==> src/rtl/tetris_cmd_scheduler.sv <==
// Turns debounced button levels and a level-scaled gravity timer into one
// registered valid/ready command stream for the tetris core.
module tetris_cmd_scheduler #(
    parameter int unsigned GRAVITY_CYCLES = 25_000_000,
    parameter int unsigned DAS_CYCLES     = 12_500_000,
    parameter int unsigned ARR_CYCLES     = 2_500_000
) (
    input  logic       clk,
    input  logic       reset,
    input  logic [3:0] btn,
    input  logic [3:0] level,
    input  logic       pause,
    output logic [2:0] cmd,
    output logic       cmd_valid,
    input  logic       cmd_ready
);

    typedef enum logic [1:0] {
        REP_IDLE   = 2'd0,
        REP_DELAY  = 2'd1,
        REP_REPEAT = 2'd2
    } rep_state_e;

    typedef enum logic [2:0] {
        CMD_NONE    = 3'd0,
        CMD_GRAVITY = 3'd1,
        CMD_ROTATE  = 3'd2,
        CMD_LEFT    = 3'd3,
        CMD_RIGHT   = 3'd4,
        CMD_DOWN    = 3'd5
    } cmd_e;

    // Pending-flag slots, listed in priority order.
    localparam int P_GRAV  = 0;
    localparam int P_ROT   = 1;
    localparam int P_LEFT  = 2;
    localparam int P_RIGHT = 3;
    localparam int P_DOWN  = 4;

    // Repeat FSM slots share the bit position of their button.
    localparam int R_RIGHT = 0;
    localparam int R_DOWN  = 1;
    localparam int R_LEFT  = 2;

    localparam logic [31:0] GRAV_BASE = 32'(GRAVITY_CYCLES);
    localparam logic [31:0] DAS_LAST  = 32'(DAS_CYCLES - 1);
    localparam logic [31:0] ARR_LAST  = 32'(ARR_CYCLES - 1);

    logic [3:0]  btn_q, btn_d;
    logic [3:0]  rise;

    rep_state_e  rep_state_q [3];
    rep_state_e  rep_state_d [3];
    logic [31:0] rep_cnt_q   [3];
    logic [31:0] rep_cnt_d   [3];
    logic [2:0]  rep_event;

    logic [31:0] grav_cnt_q, grav_cnt_d;
    logic [31:0] grav_period;
    logic        grav_event;

    logic [4:0]  pend_q, pend_d;
    logic [4:0]  pend_ev;
    logic [4:0]  pend_clr;

    cmd_e        cmd_q, cmd_d;
    logic        cmd_valid_q, cmd_valid_d;
    logic        xfer;
    logic        load;
    logic        soft_accept;

    assign btn_d       = btn;
    assign rise        = btn & ~btn_q;
    assign xfer        = cmd_valid_q & cmd_ready;
    assign load        = ~cmd_valid_q | cmd_ready;
    assign soft_accept = xfer && (cmd_q == CMD_DOWN);

    // Left, down and right: one event on press, one after DAS, then one per ARR.
    always_comb begin
        for (int i = 0; i < 3; i++) begin
            // NOTE: every always_comb output gets a default first so no path leaves it unassigned (no latch).
            rep_state_d[i] = rep_state_q[i];
            rep_cnt_d[i]   = rep_cnt_q[i];
            rep_event[i]   = 1'b0;
            if (!btn[i]) begin
                rep_state_d[i] = REP_IDLE;
                rep_cnt_d[i]   = '0;
            end else if (!pause) begin
                case (rep_state_q[i])
                    REP_IDLE: begin
                        if (rise[i]) begin
                            rep_event[i]   = 1'b1;
                            rep_cnt_d[i]   = '0;
                            rep_state_d[i] = REP_DELAY;
                        end
                    end
                    REP_DELAY: begin
                        if (rep_cnt_q[i] == DAS_LAST) begin
                            rep_event[i]   = 1'b1;
                            rep_cnt_d[i]   = '0;
                            rep_state_d[i] = REP_REPEAT;
                        end else begin
                            rep_cnt_d[i] = rep_cnt_q[i] + 32'd1;
                        end
                    end
                    REP_REPEAT: begin
                        if (rep_cnt_q[i] == ARR_LAST) begin
                            rep_event[i] = 1'b1;
                            rep_cnt_d[i] = '0;
                        end else begin
                            rep_cnt_d[i] = rep_cnt_q[i] + 32'd1;
                        end
                    end
                    default: begin
                        rep_state_d[i] = REP_IDLE;
                        rep_cnt_d[i]   = '0;
                    end
                endcase
            end
        end
    end

    always_comb begin
        grav_period = GRAV_BASE >> level;
        if (grav_period == 32'd0) begin
            grav_period = 32'd1;
        end
        // Compared with >= so a level change that shortens the period fires at once.
        grav_event = !pause && (grav_cnt_q >= grav_period - 32'd1);
        grav_cnt_d = grav_cnt_q;
        if (!pause) begin
            grav_cnt_d = grav_event ? 32'd0 : grav_cnt_q + 32'd1;
        end
        if (soft_accept) begin
            grav_cnt_d = '0;
        end
    end

    always_comb begin
        pend_ev          = '0;
        pend_ev[P_GRAV]  = grav_event;
        pend_ev[P_ROT]   = rise[3] & ~pause;
        pend_ev[P_LEFT]  = rep_event[R_LEFT];
        pend_ev[P_RIGHT] = rep_event[R_RIGHT];
        pend_ev[P_DOWN]  = rep_event[R_DOWN];
    end

    always_comb begin
        pend_clr    = '0;
        cmd_d       = cmd_q;
        cmd_valid_d = cmd_valid_q;
        if (load) begin
            cmd_valid_d = 1'b1;
            if (pend_q[P_GRAV]) begin
                cmd_d            = CMD_GRAVITY;
                pend_clr[P_GRAV] = 1'b1;
            end else if (pend_q[P_ROT]) begin
                cmd_d           = CMD_ROTATE;
                pend_clr[P_ROT] = 1'b1;
            end else if (pend_q[P_LEFT]) begin
                cmd_d            = CMD_LEFT;
                pend_clr[P_LEFT] = 1'b1;
            end else if (pend_q[P_RIGHT]) begin
                cmd_d             = CMD_RIGHT;
                pend_clr[P_RIGHT] = 1'b1;
            end else if (pend_q[P_DOWN]) begin
                cmd_d            = CMD_DOWN;
                pend_clr[P_DOWN] = 1'b1;
            end else begin
                cmd_valid_d = 1'b0;
                cmd_d       = CMD_NONE;
            end
        end
        // A same-edge event re-arms a flag that is being loaded.
        pend_d = (pend_q & ~pend_clr) | pend_ev;
    end

    // NOTE: sequential state uses non-blocking assignments so all flops update from pre-edge values.
    always_ff @(posedge clk) begin
        if (reset) begin
            btn_q       <= '0;
            grav_cnt_q  <= '0;
            pend_q      <= '0;
            cmd_q       <= CMD_NONE;
            cmd_valid_q <= 1'b0;
            for (int i = 0; i < 3; i++) begin
                rep_state_q[i] <= REP_IDLE;
                rep_cnt_q[i]   <= '0;
            end
        end else begin
            btn_q       <= btn_d;
            grav_cnt_q  <= grav_cnt_d;
            pend_q      <= pend_d;
            cmd_q       <= cmd_d;
            cmd_valid_q <= cmd_valid_d;
            for (int i = 0; i < 3; i++) begin
                rep_state_q[i] <= rep_state_d[i];
                rep_cnt_q[i]   <= rep_cnt_d[i];
            end
        end
    end

    assign cmd       = cmd_q;
    assign cmd_valid = cmd_valid_q;

endmodule

==> config.mk <==
export PLATFORM = sky130hd
export DESIGN_NAME = tetris_cmd_scheduler
export DESIGN_NICKNAME = d
export VERILOG_FILES = /design/src/rtl/tetris_cmd_scheduler.sv
export SDC_FILE = /design/constraint.sdc
export NUM_CORES = 1
export LEC_CHECK = 0
export CAP_MARGIN = 20
export CORE_UTILIZATION = 49
export DETAILED_ROUTE_END_ITERATION = 8
export HOLD_SLACK_MARGIN = 0.08
export PLACE_DENSITY = 0.66
export SYNTH_ARGS = -nofsm -noshare
export SYNTH_HDL_FRONTEND = slang
export SYNTH_SLANG_ARGS = --single-unit
==> constraint.sdc <==
create_clock -name clk -period 3.9 [get_ports clk]
set_clock_uncertainty 0.15 [all_clocks]
set_input_delay 0.39 -clock clk [delete_from_list [all_inputs] [get_ports clk]]
set_output_delay 0.39 -clock clk [all_outputs]
set_load 0.01 [all_outputs]
==> results of run 1 <==
[placed cells by master, fill, tap and decap left out, types with 6 or more instances in the layout]
| cell | n |
|---|---|
| a21oi_1 | 52 |
| xor2_1 | 40 |
| nor4b_1 | 7 |
| and2_1 | 8 |
| buf_4 | 23 |
| nand2_1 | 101 |
| o22ai_1 | 9 |
| nor3_1 | 64 |
| and4_1 | 11 |
| nor4_1 | 30 |
| clkbuf_16 | 17 |
| or3_1 | 10 |
| nor2_1 | 123 |
| a21o_1 | 6 |
| a31oi_1 | 8 |
| o21ai_0 | 36 |
| clkdlybuf4s50_1 | 15 |
| nand4_1 | 43 |
| ha_1 | 49 |
| inv_1 | 44 |
| and3_1 | 18 |
| nand2b_1 | 10 |
| dfxtp_1 | 147 |
| nand4b_1 | 7 |
| xnor2_1 | 58 |
| nand3_1 | 52 |
| conb_1 | 7 |
[layout make-up]
cell class / count / share of cell area
Sequential cell: 147 / 0.309
Timing Repair Buffer: 38 / 0.0339
Multi-Input combinational cell: 829 / 0.541
Clock inverter: 9 / 0.0184
Tap cell: 220 / 0.0289
Clock buffer: 22 / 0.0509
Inverter: 45 / 0.0178
[state kept, by name (all words and copies together) (netlist names)]
signal and count:
rep_state_q 6, pend_q 5, cmd 3, btn_q 4, grav_cnt_q 32, rep_cnt_q 96, cmd_valid 1
[worst max-delay path: cells and delay by family]
kind            cells  cell delay (ns)
compound gates      8             1.26
simple gates        3             0.30
buf+inv             3             1.05
fa+ha+maj           2             0.55
[where the power goes]
part	switching, uW	total [uW]	internal (uW)
sequential	8.48	1520	1510
combinational	123	197	73.8
clock	607	1800	1200
[metal layers]
layer,vias to the layer above,wire length [um],track usage
li1,3813,-,-
met1,3367,9320,0.294
met2,112,8110,0.339
met3,26,613,0.0402
met4,0,216,0.0587
met5,-,0,0
[per-stage QoR]
stage | total power (uW) | cells | setup WS (ns) | hold WS, ns
after global routing | 3650 | 1310 | 0.120 | 0.339
after CTS | 3550 | 1310 | 0.536 | 0.331
after floorplan | 1680 | 1065 | 0.319 | 0.299
after detailed placement | 1750 | 1279 | 0.154 | 0.322
final | 3520 | 1310 | 0.497 | 0.330
after global placement | 1750 | 1279 | 0.208 | 0.315
[logic make-up (layout without fill, tap and decap cells)]
family | count (synthesis) | after routing
AO/OA/AOI/OAI | 160 | 160
other | 1 | 7
flip-flops | 147 | 147
buffers and inverters | 89 | 114
AND/OR/NAND/NOR | 513 | 513
adder cells (fa/ha/maj) | 49 | 49
XOR/XNOR | 98 | 98
multiplexers | 2 | 2
[worst paths after layout]
| check | start | end | depth (start not counted) |
|---|---|---|---|
| hold / removal | rep_cnt_q[0][33] | rep_cnt_q[0][33] | 2 |
| setup / recovery | level[1] | pend_q[0] | 16 |
| setup reg to reg | rep_cnt_q[0][79] | rep_cnt_q[0][85] | 6 |
| hold reg to reg | rep_cnt_q[0][33] | rep_cnt_q[0][33] | 2 |
==> summary.md, run 1 <==
| Metric | Value |
|---|---|
| Outcome | `finished clean` |
| Arrival time at the worst endpoint | `approximately 3.6 ns` |
| Row cnt | `between 40 and 50` |
| # hold bufs at CTS | `0` |
| Worst-Margin Slew | `0.797 ns` |
| Synth async-reset ratio | `0` |
| Via-to-Cell Ratio | `between 5 and 6` |
| Die ar. | `about 18000 um^2` |
| Maximum clock frequency | `between 200 and 300 MHz` |
| DP Wirelength | `12900 um` |
| # H-tree levels | `4` |
| Layout Nets | `about 1.1k` |
| Primary FF master, synth | `dfxtp_1` |
| Critical Path, Cell by Cell | `clkdlybuf4s50_1 -> buf_4 -> nor2_1 -> a21oi_1 -> ha_1 -> o21ai_0 -> nor2b_1 -> o21ai_0 -> ha_1 -> nand4_1 -> a21oi_1 -> a21oi_1 -> a2bb2oi_1 -> a21oi_2 -> buf_4 -> o21a_1` |
| R2R setup slack | `about 0.83 ns` |
| Post-layout min period | `3.40 ns` |
| Syn_area_per_cell | `between 7 and 8 um^2` |
| Max Root-Sink Buffers | `2` |
| Simple logic cell fraction of the synthesized area | `0.311` |
| Adder-Cell Fraction of Synth Area | `0.0728` |
| Top cells by count, synth | `147 x dfxtp_1, 123 x nor2_1, 101 x nand2_1` |
| Largest net degree at the start of global routing | `33` |
| CP Class | `in2reg` |
| Vias | `7318` |
| Setup violators final | `0` |
| Inserted Clock Buffers | `17` |
| Post-synthesis sequential area ratio | `0.350` |
| Crit-path max FO | `15` |
| Power per Cell Area | `370 nW/um^2` |
| CTS tree | `yes` |
| First-pass DRT Iterations | `5` |
| RSZ-0062 raised after global routing | `no` |
| Sequential Area | `2940 um^2` |
| Final Cell Area | `between 9000 and 10000 um^2` |
| DRC viols | `0` |
| Top cells by area, synth | `dfxtp_1 35%, ha_1 7.3%, xnor2_1 6.0%` |
| Starting Density | `0.504` |
| CP Launch Type | `input port` |
| Most used cell, CP | `a21oi_1` |
| Port bufs | `15` |
| Layout area overhead | `13.0%` |
| Yosys warning count | `0` |
| Mapped Cells | `around 1.1k` |
| First-pass GRT wire length | `31100 um` |
| Crit. End Element | `register` |
| Clock Pin Slew Worst Setup and Hold Paths | `0.06 ns` |
| Worst vdd ir | `0.327 mV` |
| Vias in the first global route | `6640` |
| Number of inserted diodes | `0` |
| CP peak stage delay | `a little over 0.6 ns` |
| Routed WL | `~18000 um` |
| Number of routed nets with antenna violations | `0` |
| Largest family of logic cells by synthesized area | `simple AND/OR/NAND/NOR gates` |
| Compound-cell area share of the yosys netlist | `0.119` |
| Max_cap viols | `0` |
| XOR/XNOR share of the synthesized area | `0.102` |
| Area of the multi-input gates | `5140 um^2` |
| Core footprint | `about 17000 um^2` |
| Final period util | `0.873` |
| Fill cell count | `1514` |
| Worst-Skew Late Latency | `0.42 ns` |
| GRT Util Overall | `0.213` |
| Crit-path slowest cell | `clkdlybuf4s50_1` |
| Initial antenna violation count | `0` |
| Most frequent cell after synthesis | `dfxtp_1` |
| Setup TNS | `0 ns` |
| Final GP Congestion | `around 0.90` |
| Placed inst area | `about 8900 um^2` |
| Post-Syn Area | `between 8000 and 9000 um^2` |
| Synth area leader | `dfxtp_1` |
| EDFF count, synth | `0` |
| Post-DR wirelength/cell | `between 10 and 15 um` |
| Layout cells sized above 1 | `0.0587` |
| Post-CTS Repair Setup Buffers | `0` |
| Chip Height | `roughly 130 um` |
| Max-slew violation count | `0` |
| Netlist cell types | `64` |
| Clk sinks | `approximately 150` |
| Congestion Overflow GR | `0` |
| Clock root cell | `clkbuf_16` |
| Mux cell area share after synthesis | `0.00253` |
| 1st-iter DRT viols | `roughly 430` |
| Worst slew margin | `0.466` |
| Layout Utilization | `0.570` |
| Data required, critical path | `about 4.1 ns` |
| Lkg Pwr | `~0.0033 uW` |
| Die X | `between 100 and 150 um` |
| HP Class | `reg2reg` |
| # IOs | `16` |
| Synth Register Bits | `~150` |
| Cts repair resizes | `0` |
| Yosys top cell area share | `0.350` |
| Final hold vios | `0` |
(Power assumes the default switching activity.)
==> inputs of run 2 (changes only) <==
--- a/config.mk
+++ b/config.mk
@@ -6,10 +6,10 @@
 export NUM_CORES = 1
 export LEC_CHECK = 0
 export CAP_MARGIN = 20
-export CORE_UTILIZATION = 49
+export CORE_UTILIZATION = 30
 export DETAILED_ROUTE_END_ITERATION = 8
 export HOLD_SLACK_MARGIN = 0.08
-export PLACE_DENSITY = 0.66
+export PLACE_DENSITY = 0.45
 export SYNTH_ARGS = -nofsm -noshare
 export SYNTH_HDL_FRONTEND = slang
 export SYNTH_SLANG_ARGS = --single-unit
==> run 2 against run 1 <==
  * Largest cell class unchanged
  * Flip-flop and latch count stayed put
  * Critical endpoint unchanged
  * Power is 1.3% lower
  * Cell count is 12% higher
  * Maximum frequency is 2.0% higher
  * Combinational power is 3% higher
  * Clock-buffer cell count is 4 lower
  * Register-to-register slack worse by 0.08 ns
  * Sequential power hardly changed
  * Sequential share of layout area is 0.65 points lower
==> summary.md, run 2 (same netlist as run 1, synthesis figures left out) <==
| Metric | Value |
|---|---|
| Outcome | `finished clean` |
| Final hold vios | `0 (unchanged)` |
| Number of inserted diodes | `0 (unchanged)` |
| Clock root cell | `clkbuf_16` |
| Power per Cell Area | `358 nW/um^2 (-3.3%)` |
| Post-layout min period | `3.34 ns (-0.0659 ns)` |
| Setup TNS | `0 ns (unchanged)` |
| Critical Path, Cell by Cell | `clkdlybuf4s50_1 -> buf_4 -> o22ai_1 -> or2_2 -> ha_1 -> and3_1 -> nor3_1 -> o21ai_0 -> ha_1 -> nand4_1 -> a21oi_1 -> a21oi_1 -> a2bb2oi_1 -> a21oi_2 -> buf_12 -> o21a_1` |
| Worst-Skew Late Latency | `0.43 ns (about the same)` |
| Congestion Overflow GR | `0 (unchanged)` |
| Layout cells sized above 1 | `0.0630 (+0.00430)` |
| Crit-path max FO | `30 (+15)` |
| Vias | `7330 (+0.16%)` |
| # H-tree levels | `4 (unchanged)` |
| 1st-iter DRT viols | `337 (-22%)` |
| Worst-Margin Slew | `0.809 ns (+0.0124 ns)` |
| CP peak stage delay | `0.48 ns (-0.14 ns)` |
| Cts repair resizes | `0 (unchanged)` |
| Post-CTS Repair Setup Buffers | `0 (unchanged)` |
| Largest net degree at the start of global routing | `31 (-6.1%)` |
| Crit-path slowest cell | `clkdlybuf4s50_1` |
| Post-DR wirelength/cell | `14.0 um (+0.63%)` |
| Die X | `170 um (+27%)` |
| Power Total | `3480 uW (-1.3%)` |
| GRT Util Overall | `0.152 (-0.0619)` |
| Row cnt | `60 (+28%)` |
| CP delay by family, top | `compound AO/OA/AOI/OAI gates` |
| DP Wirelength | `14700 um (+13%)` |
| Layout area overhead | `15.4%` |
| RSZ-0062 raised after global routing | `no` |
| Max Root-Sink Buffers | `2 (unchanged)` |
| Most common cell after layout, fill and taps aside | `dfxtp_1` |
| CP Launch Type | `input port` |
| Final period util | `0.856 (-0.0169)` |
| Chip Height | `170 um (+27%)` |
| Routed WL | `20600 um (+13%)` |
| Setup violators final | `0 (unchanged)` |
| Crit path buf inv count | `3 (unchanged)` |
| Worst Min Path Start | `rep_cnt_q[0][33]` |
| Maximum clock frequency | `300 MHz (+2.0%)` |
| R2R depth | `6 (unchanged)` |
| DRC viols | `0 (unchanged)` |
| Max_cap viols | `0 (unchanged)` |
| Data required, critical path | `4.07 ns (about the same)` |
| Initial antenna violation count | `0 (unchanged)` |
| Worst vdd ir | `0.303 mV (-7.3%)` |
| Number of routed nets with antenna violations | `0 (unchanged)` |
| Crit. End Element | `register` |
| Inserted Clock Buffers | `17 (unchanged)` |
| Register name with the most flops | `rep_cnt_q` |
| Worst slew margin | `0.457 (-0.00834)` |
| Port bufs | `15 (unchanged)` |
| # IOs | `16 (unchanged)` |
| Lkg Pwr | `0.00326 uW (+0.20%)` |
| Max-slew violation count | `0 (unchanged)` |
| Hold Path Stages | `2 (unchanged)` |
| First-pass GRT wire length | `35300 um (+13%)` |
| # hold bufs at CTS | `0 (unchanged)` |
| Worst setup path startpoint | `level[0]` |
| Vias in the first global route | `6981 (+5.1%)` |
| HP Class | `reg2reg` |
| Worst path depth | `16 (unchanged)` |
| Clock Pin Slew Worst Setup and Hold Paths | `0.06 ns (about the same)` |
| Via-to-Cell Ratio | `5.00 (-11%)` |
| Final GP Congestion | `0.775 (-14%)` |
| Commonest non-fill, non-tap cells in the layout | `147 x dfxtp_1, 123 x nor2_1, 101 x nand2_1` |
| Starting Density | `0.309 (-0.195)` |
| Clk sinks | `147 (unchanged)` |
| CTS tree | `yes` |
| Largest register FFs | `96 (unchanged)` |
| Arrival time at the worst endpoint | `3.50 ns (-0.07 ns)` |
| Layout Nets | `1143 (+0.35%)` |
| First-pass DRT Iterations | `5 (unchanged)` |
| CP Class | `in2reg` |
| Die ar. | `28700 um^2 (+62%)` |
| Core footprint | `27300 um^2 (+63%)` |
| Top Registers | `rep_cnt_q x96, grav_cnt_q x32, rep_state_q x6` |
| Reg2Reg Launch Point | `rep_cnt_q[0][79]` |
[run 2: changes by cell type in the layout (fill, tap and decap cells not counted), moves of 3 or more]
cell      before  now
clkbuf_8       4    0
inv_6          0    4
buf_4         23   26
clkinv_4       0    3
[run 2: per-stage QoR]
stage	instance area (um^2)	setup slack, ns	util	std cells	hold slack (ns)
6_report	9720	0.563	0.357	1467	0.323
5_1_grt	9720	0.222	0.357	1467	0.362
3_3_place_gp	9090	0.0643	0.333	1435	0.314
3_5_place_dp	9090	0.0731	0.333	1435	0.318
4_1_cts	9720	0.499	0.357	1467	0.327
2_1_floorplan	8440	0.319	-	1065	0.299
[run 2: area by class of cell]
type | count | area (um^2)
clock inverter | 14 | 201
tap | 372 | 465
timing repair buffer | 42 | 365
inverter | 45 | 169
clock buffer | 18 | 429
sequential | 147 | 2940
multi-input combinational | 829 | 5140
fill | 2889 | 17500
[run 2: tightest hold or removal path, delay by kind of cell (launching register included)]
family          cells  cell delay (ns)
compound gates      1             0.05
flops               1             0.32
simple gates        1             0.06
[run 2: path summary, 6_finish.rpt]
| kind | slack [ns] | end |
|---|---|---|
| setup reg to reg | 0.75 | rep_cnt_q[0][91] |
| setup / recovery | 0.56 | pend_q[0] |
| hold / removal | 0.32 | rep_cnt_q[0][33] |
| hold reg to reg | 0.32 | rep_cnt_q[0][33] |
[run 2: power by group]
part	switching, uW	total (uW)	internal, uW
clock network	675	1760	1080
registers	8.89	1520	1510
logic	125	202	76.1
total	809	3480	2670
[run 2: routing by layer]
layer | GRT usage | part of all wire | vias to the layer above
met3 | 0.0203 | 0.029 | 21
met4 | 0.0501 | 0.014 | 0
li1 | - | - | 3827
met2 | 0.238 | 0.43 | 85
met5 | 0 | 0 | -
met1 | 0.213 | 0.53 | 3397
